--- config.mk ---
export PLATFORM = sky130hd
export DESIGN_NAME = keypad_emulator
export DESIGN_NICKNAME = d
export VERILOG_FILES = /design/src/rtl/keypad_emulator.sv
export SDC_FILE = /design/constraint.sdc
export NUM_CORES = 1
export LEC_CHECK = 0
export CORE_UTILIZATION = 60
export CTS_CLUSTER_SIZE = 24
export DETAILED_ROUTE_END_ITERATION = 12
export PLACE_DENSITY = 0.83
export SLEW_MARGIN = 25
export SYNTH_ARGS = -nofsm -noshare
export SYNTH_HDL_FRONTEND = slang
export SYNTH_SLANG_ARGS = --single-unit
--- constraint.sdc ---
create_clock -name clk -period 16.68 [get_ports clk]
set_clock_uncertainty 0.15 [all_clocks]
set_input_delay 4.17 -clock clk [delete_from_list [all_inputs] [get_ports clk]]
set_output_delay 4.17 -clock clk [all_outputs]
set_load 0.05 [all_outputs]
--- src/rtl/keypad_emulator.sv ---
// keypad_emulator: scripted 4x4 keypad that answers column scans with row sense
// clk, rst            : clock, synchronous active-high reset
// ev_valid/ev_ready   : push handshake for a key event {ev_row, ev_col, ev_hold, ev_gap}
// flush               : drop queued events and release the key
// col_scan / row_out  : scanner column drive in, row sense out (line n on bit 3-n)
// busy, ev_done, fill : activity flag, end-of-event pulse, FIFO occupancy
module keypad_emulator #(
  parameter int DEPTH = 8,
  parameter int CNT_W = 20
) (
  input  logic                     clk,
  input  logic                     rst,
  input  logic                     ev_valid,
  output logic                     ev_ready,
  input  logic [1:0]               ev_row,
  input  logic [1:0]               ev_col,
  input  logic [CNT_W-1:0]         ev_hold,
  input  logic [CNT_W-1:0]         ev_gap,
  input  logic                     flush,
  input  logic [3:0]               col_scan,
  output logic [3:0]               row_out,
  output logic                     busy,
  output logic                     ev_done,
  output logic [$clog2(DEPTH):0]   fill
);
  localparam int AW = $clog2(DEPTH);
  localparam int EW = 4 + 2 * CNT_W;
  typedef enum logic [1:0] {IDLE, PRESS, GAP} state_t;
  state_t r_state, w_next;
  logic [EW-1:0] r_mem [DEPTH];
  logic [AW-1:0] r_wp, r_rp;
  logic [AW:0] r_fill;
  logic [1:0] r_row, r_col, w_hrow, w_hcol;
  logic [CNT_W-1:0] r_cnt, r_gap, w_cnt, w_hhold, w_hgap;
  logic [3:0] r_rout;
  logic r_done, w_done, w_pop, w_push;
  assign {w_hrow, w_hcol, w_hhold, w_hgap} = r_mem[r_rp];
  assign ev_ready = (r_fill < (AW+1)'(DEPTH)) && !flush;
  assign w_push = ev_valid && ev_ready;
  assign busy = (r_state != IDLE) || (r_fill != '0);
  assign fill = r_fill;
  assign row_out = r_rout;
  assign ev_done = r_done;
  always_comb begin
    w_next = r_state;
    w_cnt = r_cnt - CNT_W'(1);
    w_done = 1'b0;
    w_pop = 1'b0;
    if (r_state == IDLE) begin
      w_cnt = r_cnt;
      if (r_fill != '0) begin
        w_pop = 1'b1;
        w_next = PRESS;
        w_cnt = (w_hhold == '0) ? CNT_W'(1) : w_hhold;
      end
    end else if (r_state == PRESS && r_cnt == CNT_W'(1)) begin
      w_next = (r_gap != '0) ? GAP : IDLE;
      w_cnt = r_gap;
      w_done = (r_gap == '0);
    end else if (r_state == GAP && r_cnt == CNT_W'(1)) begin
      w_next = IDLE;
      w_done = 1'b1;
    end
  end
  always_ff @(posedge clk) begin
    if (rst || flush) begin
      r_state <= IDLE;
      r_fill <= '0;
      r_wp <= '0;
      r_rp <= '0;
      r_cnt <= '0;
      r_row <= '0;
      r_col <= '0;
      r_gap <= '0;
      r_rout <= 4'b0000;
      r_done <= 1'b0;
    end else begin
      r_state <= w_next;
      r_cnt <= w_cnt;
      r_done <= w_done;
      r_rout <= (r_state == PRESS && col_scan[~r_col]) ? (4'b1000 >> r_row) : 4'b0000;
      r_fill <= r_fill + (AW+1)'(w_push) - (AW+1)'(w_pop);
      if (w_push) r_wp <= r_wp + 1'b1;
      if (w_pop) begin
        r_rp <= r_rp + 1'b1;
        r_row <= w_hrow;
        r_col <= w_hcol;
        r_gap <= w_hgap;
      end
    end
  end
  always_ff @(posedge clk) begin
    if (w_push) r_mem[r_wp] <= {ev_row, ev_col, ev_hold, ev_gap};
  end
endmodule

# Yosys cells after proc, flatten, opt, wreduce, memory -nomap -nowiden
# Memories as Yosys holds them, arrays and structs flattened. A register that Yosys moved wholly into a read port is not among the register bits.
# Index checks and enable logic that the tools add are counted.
# totals
register_bits	61
ramBits	352
input_bits	52
output_inout_bits	11
wordCells	62
memories	1
# op_classes
add_sub_neg	5
order_cmp	2
n_eq_ne	4
shifts	1
muxes	19
bitwise_logic	2
n_reduce_logical	18
# mem_list
memory	depth	width	rd	rd_clocked_by_memory_dff	wr	line	text
r_mem	8	44	1	1	1	30	logic [EW-1:0] r_mem [DEPTH];
# ops
op	n
20-bit two-way mux	4
20-bit logical NOT	2
20-bit by 1-bit == test with 1-bit output, second input constant	1
20-bit nonzero test	1
20-bit by 1-bit subtractor with 20-bit output, second input constant	1
2-bit two-way mux	5
1-bit two-way mux	7
3-bit by 1-bit adder with 3-bit output, second input constant	2
3-bit two-way mux	2
1-bit logical AND	5
4-bit by 1-bit adder with 4-bit output	1
4-bit < comparator, second input constant	1
4-bit nonzero test	1
2-bit OR reduction	2
4-bit by 2-bit >> shifter with 4-bit output, first input constant	1
4-bit by 1-bit subtractor with 4-bit output	1
2-bit by 3-bit < comparator with 1-bit output, second input constant	1
3-bit nonzero test	1
1-bit binary-select mux with 2-bit select	1
2-bit by 1-bit == test with 1-bit output, second input constant	1
2-bit == test, second input constant	1
2-bit logical NOT	1
1-bit logical OR	2
2-bit by 1-bit != test with 1-bit output, second input constant	1
5 further kinds	5

# Longest topological paths before layout
# depth
ltp_word	6
mapped_depth	14
depth_no_buf	12

# Least setup slack after synthesis
# OpenSTA, ideal clock, no wires.
# synth_timing
path_kind	input to output
from	in flush
to	out ev_ready
arrival_time_ps	4941
required_ps	12360
path_slack_ps	7419
cell_stages	1
cell_sequence	nor2_1
# synth_via
elab_chain_len	2
# synth_rtl
element	line	text
start: declaration	19	input logic flush,
1-bit logical NOT	38	assign ev_ready = (r_fill < (AW+1)'(DEPTH)) && !flush;
1-bit logical AND	38	
end: declaration	14	output logic ev_ready,
# Every way passes these cells.

# Final worst setup path
# Same ends and word-level chain as after synthesis.

==> metrics.txt <==
outcome completed; Die X roughly 170 um; violation count after the first detailed-routing iteration between 1000 and 1500; buffers and inverters on the worst path 2; Data arrival, critical path about 5700 ps; mux contribution to synthesized area 14.5%; maximum clock rate a little under 100 MHz; switching power about 900 uW; post-synthesis sequential element count 416; xor and xnor area share after synthesis 0.880%; HPWL reported at the end of detailed placement between 20000 and 25000 um; first-pass GRT wire length ~54000 um; number of nets with antenna violations after detailed routing 0; cell types occupying the most area after synthesis edfxtp_1 62%, mux4_2 12%, dfxtp_1 7.6%, mux2i_1 2.5%, nor2_1 2.2%; max_cap viols 0; r2r worst-path depth 12; CTS clock-pin slew for the worst setup and hold paths 60 ps; clock share of power a little under a third; leakage power total 0.00600 uW; master cell of the clock root buffer clkbuf_16; overall die height between 150 and 200 um; share of total power in sequential cells ~43%; Synthesized Nets about 1100; clock tree from TritonCTS yes; worst hold-check slack between 300 and 400 ps; post-layout net count around 1100; Max Slew Vio Count 0; effective utilization at floorplan 60.9%; Final Instance Count excl. Fillers between 1000 and 1500; worst-path cell chain clkdlybuf4s50_1, nor2_1, clkdlybuf4s50_1; insertion delay to the later sink of the worst-skew pair around 540 ps; Mean Syn Cell Area between 15 and 20 sq um; most common cell in the netlist edfxtp_1; fraction of registers with async set or reset after synthesis 0%; residual overflow from global routing 0; post-cts hold buffer count 0; sink count of the clock tree 416; Critical Path Stages 3; number of standard-cell rows in the floorplan slightly above 60; Top delay family on crit path buffers and inverters; detailed-route vias per instance about 6.4; actual transition at the worst max-transition pin approximately 900 ps; Most Crowded Layer GR met2; standard cell with the maximum stage delay on the critical path clkdlybuf4s50_1; type of origin of the critical path input pin; internal power contribution about 2100 uW; area leader, netlist edfxtp_1; detailed-route wire length approximately 35000 um; path category of the worst min-delay check flop to flop; Layout fillers between 1500 and 2000; area growth from synthesis to final layout 13.9%; initial antenna violation count 0; CP endpoint kind output pin; drc violations 0; power per unit of standard cell area ~160 nW/um^2; buffer levels on the longest clock path 3; count of flip-flops with a built-in enable after synthesis 352; Worst Hold Depth 2; overall fraction of global-route tracks in use 25.1%; Total Die Area slightly below 30000 sq um; n_diodes 0; detailed-router iteration count before antenna repair 6; highest ir drop seen on vdd around 0.095 mV; count of input and output buffers between 60 and 70; Post-Place Cells roughly 1400; final worst-path cycle share ~60%; Post-Synth Adder-Cell Area less than 1%; most common flop cell mapped by yosys edfxtp_1; ranking of synthesized cells by instance count 352 x edfxtp_1, 97 x nor2_1, 89 x mux4_2; global-route track usage on met1 35.3%; dominant combinational cell family by area after synthesis multiplexers; net switching share of the total power between 30% and 40%; RSZ-0062 raised after global routing no; cell area after technology mapping between 15000 and 20000 sq um; largest net degree at the start of global routing 66; Unique masters post-synth 54; area share of and/or/nand/nor cells after synthesis under 10%; setup TNS 0 ps; classification of the worst setup path input pin to output pin; longest individual stage delay on the worst path ~860 ps; warning count from the yosys run 0; most prevalent standard cell on the critical path clkdlybuf4s50_1; final hold vios 0; sequential element share of the synthesized area 70.0%; number of vias in the routed layout about 9600; clock buffers created by TritonCTS 41; via count of the first global-routing pass approximately 9700; final count of negative-setup-slack endpoints 0; required time at the worst-slack endpoint ~12000 ps; reg2reg start fill[2]$_SDFF_PP0_; origin of the worst setup path flush; proportion of netlist area held by the largest area contributor about 62%; IO Pins between 60 and 70; proportion of layout cells with a drive suffix above 1 16.9%; complex-gate fraction of the synthesized area under 10%; hold path startpoint r_row[1]$_SDFFE_PP0P_; Slew Limit Headroom between 30 and 40%; routed wirelength normalized by instance count roughly 24 um; met2 Usage GRT 39.8%; H-tree depth 2; Tmin final roughly 10000 ps; met3 track utilization from global routing 4.56%; placeable core area about 28000 sq um; Syn Inst Count approximately 1000; gpl congestion 0.852; relative contribution of combinational cells to total power 27.2%; buffers inserted by post-CTS timing repair 0; cts repair resizes 0; highest fanout seen on the critical path 5
==> metal layers <==
| metal | wire (um) | up-vias |
|---|---|---|
| met1 | 14300 | 4851 |
| met5 | 0 | - |
| met3 | 2890 | 84 |
| met4 | 915 | 0 |
| li1 | - | 4218 |
| met2 | 17000 | 472 |
==> final cells by class <==
type	instances	area, sq um	share of cell area [%]
multi-input combinational	538	4840	25.1
clock buffer	57	1150	5.96
clock inverter	19	193	0.999
timing repair buffer	77	733	3.80
tap	378	473	2.45
inverter	11	41.3	0.214
sequential	416	11900	61.5
==> final timing paths <==
path	to	slack, ps
worst max-delay path	ev_ready	6620
worst max register to register	fill[2]$_SDFF_PP0_	13090
worst min-delay path	row_out[1]$_SDFF_PP0_	330
worst min register to register	row_out[1]$_SDFF_PP0_	330
==> sequential cells by signal, summed over array words and instances, names as in the netlist, named ones only <==
name / count
r_wp: 3
r_col: 2
ev_done: 1
r_state: 2
r_rp: 3
r_row: 2
r_mem: 352
fill: 4
r_gap: 20
row_out: 4
r_cnt: 20
==> power by group through the flow <==
stage | Combinational (uW) | Clock, uW | Sequential [uW]
after floorplan | 651 | 0 | 1260
after global placement | 781 | 0 | 1300
after detailed placement | 806 | 0 | 1300
after CTS | 814 | 922 | 1280
after global routing | 898 | 962 | 1290
final | 821 | 914 | 1280
==> kinds of logic (layout without fill, tap and decap cells) <==
group | after synthesis | in the layout
xor gates and xnor gates | 17 | 17
AOI/OAI and AO/OA | 122 | 122
muxes | 134 | 134
adders and majority gates | 10 | 10
buffers and inverters | 67 | 164
DFF | 416 | 416
and+or+nand+nor | 255 | 255
==> cell usage in the layout (no fill, tap or decap), types with 4 or more instances in the layout <==
cell type / instances
clkbuf_1: 12
bufinv_16: 4
nor2_4: 6
nor4_1: 16
buf_4: 15
nor2b_1: 4
clkbuf_16: 43
edfxtp_1: 352
clkdlybuf4s50_1: 62
a211oi_1: 31
or2_2: 4
xnor2_1: 8
o21ai_0: 20
nand3_1: 11
mux4_2: 89
nor2_1: 91
nand2_1: 36
nor3_2: 4
nand4_1: 4
dfxtp_1: 61
a21oi_1: 26
nor3_1: 55
a31oi_1: 4
ha_1: 9
inv_1: 10
o211ai_1: 14
nand2b_1: 4
or4_1: 7
clkinv_1: 8
and3_1: 4
clkinv_2: 5
o22ai_1: 11
mux2i_1: 42
xor2_1: 9
==> worst reg2reg max path, cell delays in order (launching register included) <==
cell	delay (ps)
dfxtp_1	320
inv_1	50
ha_1	200
or3b_2	470
nand2_1	310
inv_2	710
ha_1	360
inv_1	50
ha_1	160
inv_1	60
fa_1	410
xor2_1	150
nor2_1	50
==> through the flow <==
stage | power (uW) | worst slack [ps] | instance area [sq um] | utilization [%]
6_report | 3010 | 6620 | 19300 | 69.4
5_1_grt | 3150 | 6550 | 19300 | 69.4
4_1_cts | 3010 | 6610 | 19300 | 69.4
3_5_place_dp | 2100 | 6620 | 17900 | 64.6
3_3_place_gp | 2080 | 6650 | 17900 | 64.6
2_1_floorplan | 1920 | 7420 | 16900 | -
No activity file was read; power rests on OpenSTA's default activity.
